==> src/rtl/sensor_bus_arbiter.sv <==
// Round-robin arbiter giving four requesters shared access to one serial read engine.
// Each transaction: issue strobe, wait for Done (with timeout), one-cycle response, then a guard gap.
module sensor_bus_arbiter #(
  parameter int GUARD_CYCLES   = 16,
  parameter int TIMEOUT_CYCLES = 65535
) (
  input  logic        Clock,
  input  logic        Reset,
  input  logic [3:0]  Req,
  input  logic [31:0] ReqAddr,
  input  logic        Done,
  input  logic [7:0]  RecData,
  output logic        StartReading,
  output logic [7:0]  FirstByte,
  output logic [3:0]  Grant,
  output logic [3:0]  RspValid,
  output logic [7:0]  RspData,
  output logic        RspError,
  output logic        Busy
);

  typedef enum logic [2:0] {
    IDLE      = 3'd0,
    ISSUE     = 3'd1,
    WAIT_DONE = 3'd2,
    CAPTURE   = 3'd3,
    GUARD     = 3'd4
  } state_t;

  localparam logic [15:0] TIMEOUT_LAST = 16'(TIMEOUT_CYCLES - 1);
  localparam logic [15:0] GUARD_LAST   = 16'(GUARD_CYCLES - 1);

  state_t      state, state_nxt;
  logic [1:0]  ptr, ptr_nxt;
  logic [1:0]  win;
  logic [15:0] timeout_cnt, timeout_cnt_nxt;
  logic [15:0] guard_cnt, guard_cnt_nxt;
  logic        start_nxt;
  logic [7:0]  first_nxt;
  logic [3:0]  grant_nxt;
  logic [3:0]  rsp_valid_nxt;
  logic [7:0]  rsp_data_nxt;
  logic        rsp_error_nxt;
  logic        busy_nxt;

  // Search starts one past the last winner, so the last winner has lowest priority.
  function automatic logic [1:0] rr_pick(input logic [3:0] req, input logic [1:0] last);
    logic [1:0] idx;
    logic [1:0] pick;
    logic       found;
    pick  = last;
    found = 1'b0;
    for (int k = 1; k <= 4; k++) begin
      idx = last + 2'(k);
      if (!found && req[idx]) begin
        pick  = idx;
        found = 1'b1;
      end
    end
    return pick;
  endfunction

  assign win = rr_pick(Req, ptr);

  always_comb begin
    state_nxt       = state;
    ptr_nxt         = ptr;
    timeout_cnt_nxt = timeout_cnt;
    guard_cnt_nxt   = guard_cnt;
    start_nxt       = 1'b0;
    first_nxt       = FirstByte;
    grant_nxt       = Grant;
    rsp_valid_nxt   = 4'b0000;
    rsp_data_nxt    = RspData;
    rsp_error_nxt   = RspError;

    case (state)
      IDLE: begin
        if (|Req) begin
          ptr_nxt   = win;
          grant_nxt = 4'b0001 << win;
          first_nxt = ReqAddr[{win, 3'b000} +: 8];
          start_nxt = 1'b1;
          state_nxt = ISSUE;
        end
      end
      ISSUE: begin
        timeout_cnt_nxt = 16'd0;
        state_nxt       = WAIT_DONE;
      end
      WAIT_DONE: begin
        // Done is checked first so a completion on the terminal cycle is not an error.
        if (Done) begin
          rsp_valid_nxt = Grant;
          rsp_data_nxt  = RecData;
          rsp_error_nxt = 1'b0;
          state_nxt     = CAPTURE;
        end else if (timeout_cnt == TIMEOUT_LAST) begin
          rsp_valid_nxt = Grant;
          rsp_data_nxt  = 8'h00;
          rsp_error_nxt = 1'b1;
          state_nxt     = CAPTURE;
        end else begin
          timeout_cnt_nxt = timeout_cnt + 16'd1;
        end
      end
      CAPTURE: begin
        grant_nxt     = 4'b0000;
        guard_cnt_nxt = 16'd0;
        state_nxt     = GUARD;
      end
      GUARD: begin
        if (guard_cnt == GUARD_LAST) begin
          state_nxt = IDLE;
        end else begin
          guard_cnt_nxt = guard_cnt + 16'd1;
        end
      end
      default: begin
        state_nxt       = IDLE;
        timeout_cnt_nxt = 16'd0;
        guard_cnt_nxt   = 16'd0;
        first_nxt       = 8'h00;
        grant_nxt       = 4'b0000;
        rsp_data_nxt    = 8'h00;
        rsp_error_nxt   = 1'b0;
      end
    endcase

    busy_nxt = (state_nxt != IDLE);
  end

  always_ff @(posedge Clock) begin
    if (Reset) begin
      state        <= IDLE;
      ptr          <= 2'd3;
      timeout_cnt  <= 16'd0;
      guard_cnt    <= 16'd0;
      StartReading <= 1'b0;
      FirstByte    <= 8'h00;
      Grant        <= 4'b0000;
      RspValid     <= 4'b0000;
      RspData      <= 8'h00;
      RspError     <= 1'b0;
      Busy         <= 1'b0;
    end else begin
      state        <= state_nxt;
      ptr          <= ptr_nxt;
      timeout_cnt  <= timeout_cnt_nxt;
      guard_cnt    <= guard_cnt_nxt;
      StartReading <= start_nxt;
      FirstByte    <= first_nxt;
      Grant        <= grant_nxt;
      RspValid     <= rsp_valid_nxt;
      RspData      <= rsp_data_nxt;
      RspError     <= rsp_error_nxt;
      Busy         <= busy_nxt;
    end
  end

endmodule

==> config.mk <==
export PLATFORM = sky130hd
export DESIGN_NAME = sensor_bus_arbiter
export DESIGN_NICKNAME = d
export VERILOG_FILES = /design/src/rtl/sensor_bus_arbiter.sv
export SDC_FILE = /design/constraint.sdc
export NUM_CORES = 1
export LEC_CHECK = 0
export CORE_MARGIN = 8
export CORE_UTILIZATION = 50
export DETAILED_ROUTE_END_ITERATION = 16
export PLACE_DENSITY_LB_ADDON = 0.1
export SLEW_MARGIN = 20
export SYNTH_ARGS = -nofsm -noshare
export SYNTH_HDL_FRONTEND = slang
export SYNTH_SLANG_ARGS = --single-unit
==> constraint.sdc <==
create_clock -name Clock -period 2.34 [get_ports Clock]
set_input_delay 0.351 -clock Clock [delete_from_list [all_inputs] [get_ports Clock]]
set_output_delay 0.351 -clock Clock [all_outputs]
set_load 0.02 [all_outputs]
* Word-level counts from Yosys, hierarchy flattened
Index checks and enable logic that the tools add are counted.
** Cells by class
- Add/subtract/negate cells :: 5
- Order comparisons :: 4
- Equal/unequal tests :: 11
- Shifts and indexed selects :: 2
- Muxes and demuxes :: 38
- Bitwise operators :: 7
- Reductions and logical operators :: 22
** Operators by type and width (count)
- 16-bit case mux with 2 select lines :: 2
- 16-bit two-way mux :: 3
- 16-bit by 1-bit adder with 16-bit output (second input constant) :: 2
- 8-bit case mux with 2 select lines :: 2
- 32-bit by 6-bit indexed part select with 8-bit output :: 1
- 8-bit two-way mux :: 3
- 16-bit equality test (second input constant) :: 1
- 16-bit by 4-bit equality test with 1-bit output (second input constant) :: 1
- 3-bit case mux with 5 select lines :: 1
- 2-bit by 3-bit less-than comparator with 1-bit output (second input constant) :: 4
- 3-bit two-way mux :: 4
- 4-bit two-way mux :: 3
- 4-bit OR reduction :: 3
- 1-bit two-way mux :: 10
- 2-bit AND reduction :: 5
- 3-bit OR reduction :: 3
- 1-bit binary-select mux with 2-bit select :: 4
- 2-bit two-way mux :: 4
- 2-bit != test (second input constant) :: 4
- 4-bit case mux with 2 select lines :: 1
- 1-bit NOT :: 7
- 3-bit by 2-bit equality test with 1-bit output (second input constant) :: 2
- 2-bit adder (second input constant) :: 2
- 2-bit OR reduction :: 2
- other kinds (11) :: 15
** Word-level totals
- Flip-flop bits (word level) :: 64
- Output and inout port bits :: 27

* Depth between registers and ports, before layout
Gate-level depths: netlist of the first run.
- Depth in word-level cells :: 16
- Depth in mapped cells :: 8
- Gate-level depth less buffers :: 7

* Worst setup path before layout of the first run
No wires, ideal clock.
- Kind :: register to register
- Start point :: reg ptr[1]
- End point :: reg FirstByte[0]
- Arrival time :: 1518 ps
- Slack :: 692 ps
- Cell stages (with the launch flop) :: 9
- Path buffers :: 3
- Clock period less this slack :: 1648 ps
- Cell sequence :: dfxtp_1 -> buf_4 -> mux2i_1 -> or2_2 -> buf_6 -> and3_1 -> buf_4 -> mux2i_1 -> o211ai_1
** Between the ends
- Longest elaborated chain between the ends :: 16
- Elaborated cells on any way between the ends :: 27
** RTL lines
- start, declared :: RTL line 34 : logic [1:0] ptr, ptr_nxt;
- start signal, assigned :: RTL line 148 : ptr <= ptr_nxt;
- 2-bit by 1-bit adder with 2-bit output :: RTL line 54 : idx = last + 2'(k);
- 1-bit binary-select mux with 2-bit select :: RTL line 55 : if (!found && req[idx]) begin
- 1-bit two-way mux (not written as such) :: RTL line 55
- 1-bit two-way mux :: RTL line 55
- 1-bit zero test :: RTL line 55
- 1-bit logical AND :: RTL line 55
- 1-bit two-way mux :: RTL line 55
- 1-bit zero test :: RTL line 55
- 1-bit logical AND :: RTL line 55
- 1-bit two-way mux :: RTL line 55
- 1-bit zero test :: RTL line 55
- 1-bit logical AND :: RTL line 55
- 2-bit two-way mux * :: RTL line 55
- 32-bit by 6-bit indexed part select with 8-bit output * :: RTL line 82 : first_nxt = ReqAddr[{win, 3'b000} +: 8];
- 8-bit two-way mux * :: RTL line 79 : if (|Req) begin
- 8-bit case mux with 2 select lines * :: RTL line 77 : case (state)
- end signal, assigned :: RTL line 152 : FirstByte <= first_nxt;
- end, declared :: RTL line 14 : output logic [7:0] FirstByte,
Every way passes the cells marked *; elsewhere a longest branch is shown, timed or not. The select of a mux whose other input is x is not followed.
A chain may end at the register's enable or synchronous reset.

* Worst setup path in the final report of the first run
- Start point :: reg state[0]
- End point :: reg RspData[5]
** Between the ends
- Longest elaborated chain between the ends :: 4
- Elaborated cells on any way between the ends :: 10
** RTL lines
- start, declared :: RTL line 33 : state_t state, state_nxt;
- start signal, assigned :: RTL line 147 : state <= state_nxt;
- 3-bit equality test, or another cell as far along :: RTL line 77
- 4-bit OR reduction (no source line)
- 1-bit NOT (no source line)
- 2-bit AND reduction (no source line)
- end signal, assigned :: RTL line 155 : RspData <= rsp_data_nxt;
- end, declared :: RTL line 17 : output logic [7:0] RspData,
Several ways; a longest one is shown, not always the timed one.

==> metrics, run 1 <==
Flop pwr share 0.420; final wirelength 7954 um; most frequent cells after synthesis dfxtp_1, nor2_1, nand2_1; max cap viols 0; library cells used by synthesis approximately 50; Worst Tran Pin Value between 600 and 700 ps; Max FO, Critical Path 17; Worst slew margin 0.5960; fin. max-slew vios 0; count leader, synth dfxtp_1; Fmax between 0.4 and 0.5 GHz; total number of vias 3024; Comb power frac 0.224; Seq/Total Area, Yosys 0.3988; initial core utilization 0.5119; Syn Std Cell Area about 3200 um2; CTS H-tree depth 3; Fillers 550; critical path type reg -> reg; Most used DFF post-synth dfxtp_1; setup bufs post-CTS 0; residual DRC count 0; Syn Area/Cell 8.411 um2; flops & latches, synth 64; placed cell area between 4000 and 5000 um2; DP HPWL 6029 um; CTS tree yes; clock network power share 0.356; RSZ-0062 raised after global routing false; # resized after CTS 0; Synthesized Nets 432; # port buffers between 70 and 80; Pint roughly 2.1 mW; VDD IR-drop max slightly above 400 uV; clock root buffer clkbuf_8; Initial DRC Count ~140; Worst path max stage delay ~520 ps; Synth Area in Simple Gates 0.2730; share of cells above drive strength 1 0.08298; CP startpoint kind flip-flop; DIE AREA around 9200 um2; fin crit share 0.8705; Top Ports 74; Mapped Cells around 380; largest net degree at the start of global routing 18; setup TNS 0 ps; synthesis-to-layout area growth 33.26%; WP data required 2610 ps; Setup crit end kind flip-flop; Worst Skew between 5 and 6 ps; Adder-Cell Fraction of Synth Area 0.01519; EDFF count, synth 0; Worst Path Arrival about 2300 ps; LEAKAGE about 1.6 nW; critical path's most frequent cell nor2_1; first-pass iteration count of the detailed router 4; Total GRT Usage 0.1834; CP Cell Sequence nor2_1, nor2b_1, a21oi_1, a22oi_1, nor2_1; Core Region 6277 um2; initial antenna violation count 0; post-synth top area cell dfxtp_1; Final Net Count around 500; Sw Ratio 0.2831; ys async rst share 0; WL/cell between 10 and 15 um; CTS buffer count 9; delay-heaviest family, CP simple AND/OR/NAND/NOR gates; crit path max-delay cell type a21oi_1; first-pass GRT wire length between 10000 and 15000 um; Final Hold Viols 0; routability-driven placement congestion ratio approximately 0.85; Worst Hold Class reg -> reg; Skew-Pair Late Insertion Delay ~340 ps; Die W ~96 um; number of global-route vias before repair around 3100; row cnt 29; Worst-path clk slew 70 ps; crit path time final roughly 2000 ps; Switch Pwr 0.8306 mW; xor-xnor portion of the synthesized cell area 0.06269; ranking of synthesized cells by area dfxtp_1, nor2_1, nand2_1; CTS sink cnt 64; Compound-Gate Fraction of Synth Area 0.1733; CTS Buffer Depth 2; Post-DRT Antenna Nets 0; routed vias/inst about 5.5; status completed; share of the synthesized area in the top cell type 0.3988; post-route design area between 4000 and 5000 um2; power per cell area just under 700 nW/um2; Die H between 90 and 100 um; Hold Buf Count CTS 0; YS warnings 0; CP bufs+invs 0; total grt overflow 0; main combinational cell family by area after synthesis simple AND/OR/NAND/NOR gates; endpoints failing setup 0; # diodes 0; post-synthesis mux area share 0.03115
layout by cell type, fill, tap and decap left out, types with 7 or more instances in the layout:
master,netlist,layout
nand4_1,9,9
a31oi_1,9,9
nor4_1,8,8
nand3_1,11,11
nor3_1,14,14
o2111ai_1,7,7
a22oi_1,12,12
nor2_1,49,49
buf_4,3,15
xnor2_1,11,11
nand2b_1,7,7
nand2_1,35,35
dfxtp_1,64,64
xor2_1,12,12
o211ai_1,14,14
o21ai_0,13,13
a21oi_1,11,11
clkbuf_8,0,10
mux2i_1,10,10
inv_1,15,15
clkdlybuf4s50_1,0,73
layout make-up:
cell class	count	area, um2	share of cell area
Multi-Input combinational cell	287	1784	0.4167
Timing Repair Buffer	88	843.3	0.1970
Sequential cell	64	1281	0.2992
Inverter	15	56.30	0.01315
Tap cell	77	96.34	0.02250
Clock inverter	6	82.58	0.01929
Clock buffer	10	137.6	0.03214
cell families after synthesis:
group | count (synthesis)
flip-flops | 64
adder cells (fa/ha/maj) | 4
AO/OA/AOI/OAI | 79
AND/OR/NAND/NOR | 171
buffers and inverters | 31
multiplexers | 10
XOR/XNOR | 23
tightest hold or removal path: cells and delay by family (launching register included):
family / cells / cell delay, ps
AND/OR/NAND/NOR: 1 / 50
flip-flops: 1 / 310
AO/OA/AOI/OAI: 1 / 70
stage by stage:
step                      total power, mW  hold slack [ps]  utilization  cells  setup slack (ps)
after global placement              1.905            463.5       0.6470    531             143.1
after detailed placement            1.911            478.0       0.6470    531             105.0
after floorplan                     1.626            462.5            -    382             692.4
after global routing                3.072            499.5       0.6821    547             128.0
after CTS                           2.956            492.1       0.6821    547             298.1
final                               2.935            484.4       0.6821    547             303.1
sequential cells by signal (all words and copies together), names as in the netlist, 2 cells and up:
name         count
RspData          8
Grant            4
state            3
FirstByte        8
guard_cnt       16
ptr              2
RspValid         4
timeout_cnt     16
path summary, 6_finish.rpt:
check,from,to,slack (ps),cells past startpoint
worst max-delay path,state[0],RspData[5],300,5
worst min-delay path,FirstByte[4],FirstByte[4],480,2
worst max register to register,state[0],RspData[5],300,5
worst min register to register,FirstByte[4],FirstByte[4],480,2
routing by layer:
layer / track usage / routed length, um / vias to the layer above / part of all wire
met3: 0.06630 / 435 / 6 / 0.055
li1: - / - / 1548 / -
met4: 0.04097 / 48 / 0 / 0.0060
met2: 0.2860 / 3761 / 69 / 0.47
met1: 0.2360 / 3709 / 1401 / 0.47
met5: 0 / 0 / - / 0
power groups by stage:
stage | combinational (mW) | clock, mW | sequential [mW]
after floorplan | 0.336 | 0 | 1.29
after global placement | 0.648 | 0 | 1.26
after detailed placement | 0.656 | 0 | 1.25
after CTS | 0.660 | 1.06 | 1.23
after global routing | 0.716 | 1.11 | 1.24
final | 0.656 | 1.05 | 1.23
Note: power is estimated with default switching activity, not from simulation.
==> inputs of run 2 (changes only) <==
Settings changed: SKIP_LAST_GASP set to 1.
==> results of run 2 <==
No change in the layout: final DEF, timing and power equal those of run 1.
==> inputs of run 3 (changes only) <==
Settings changed: CTS_CLUSTER_DIAMETER set to 60.
==> results of run 3 <==
No change in the layout: final DEF, timing and power equal those of run 1.
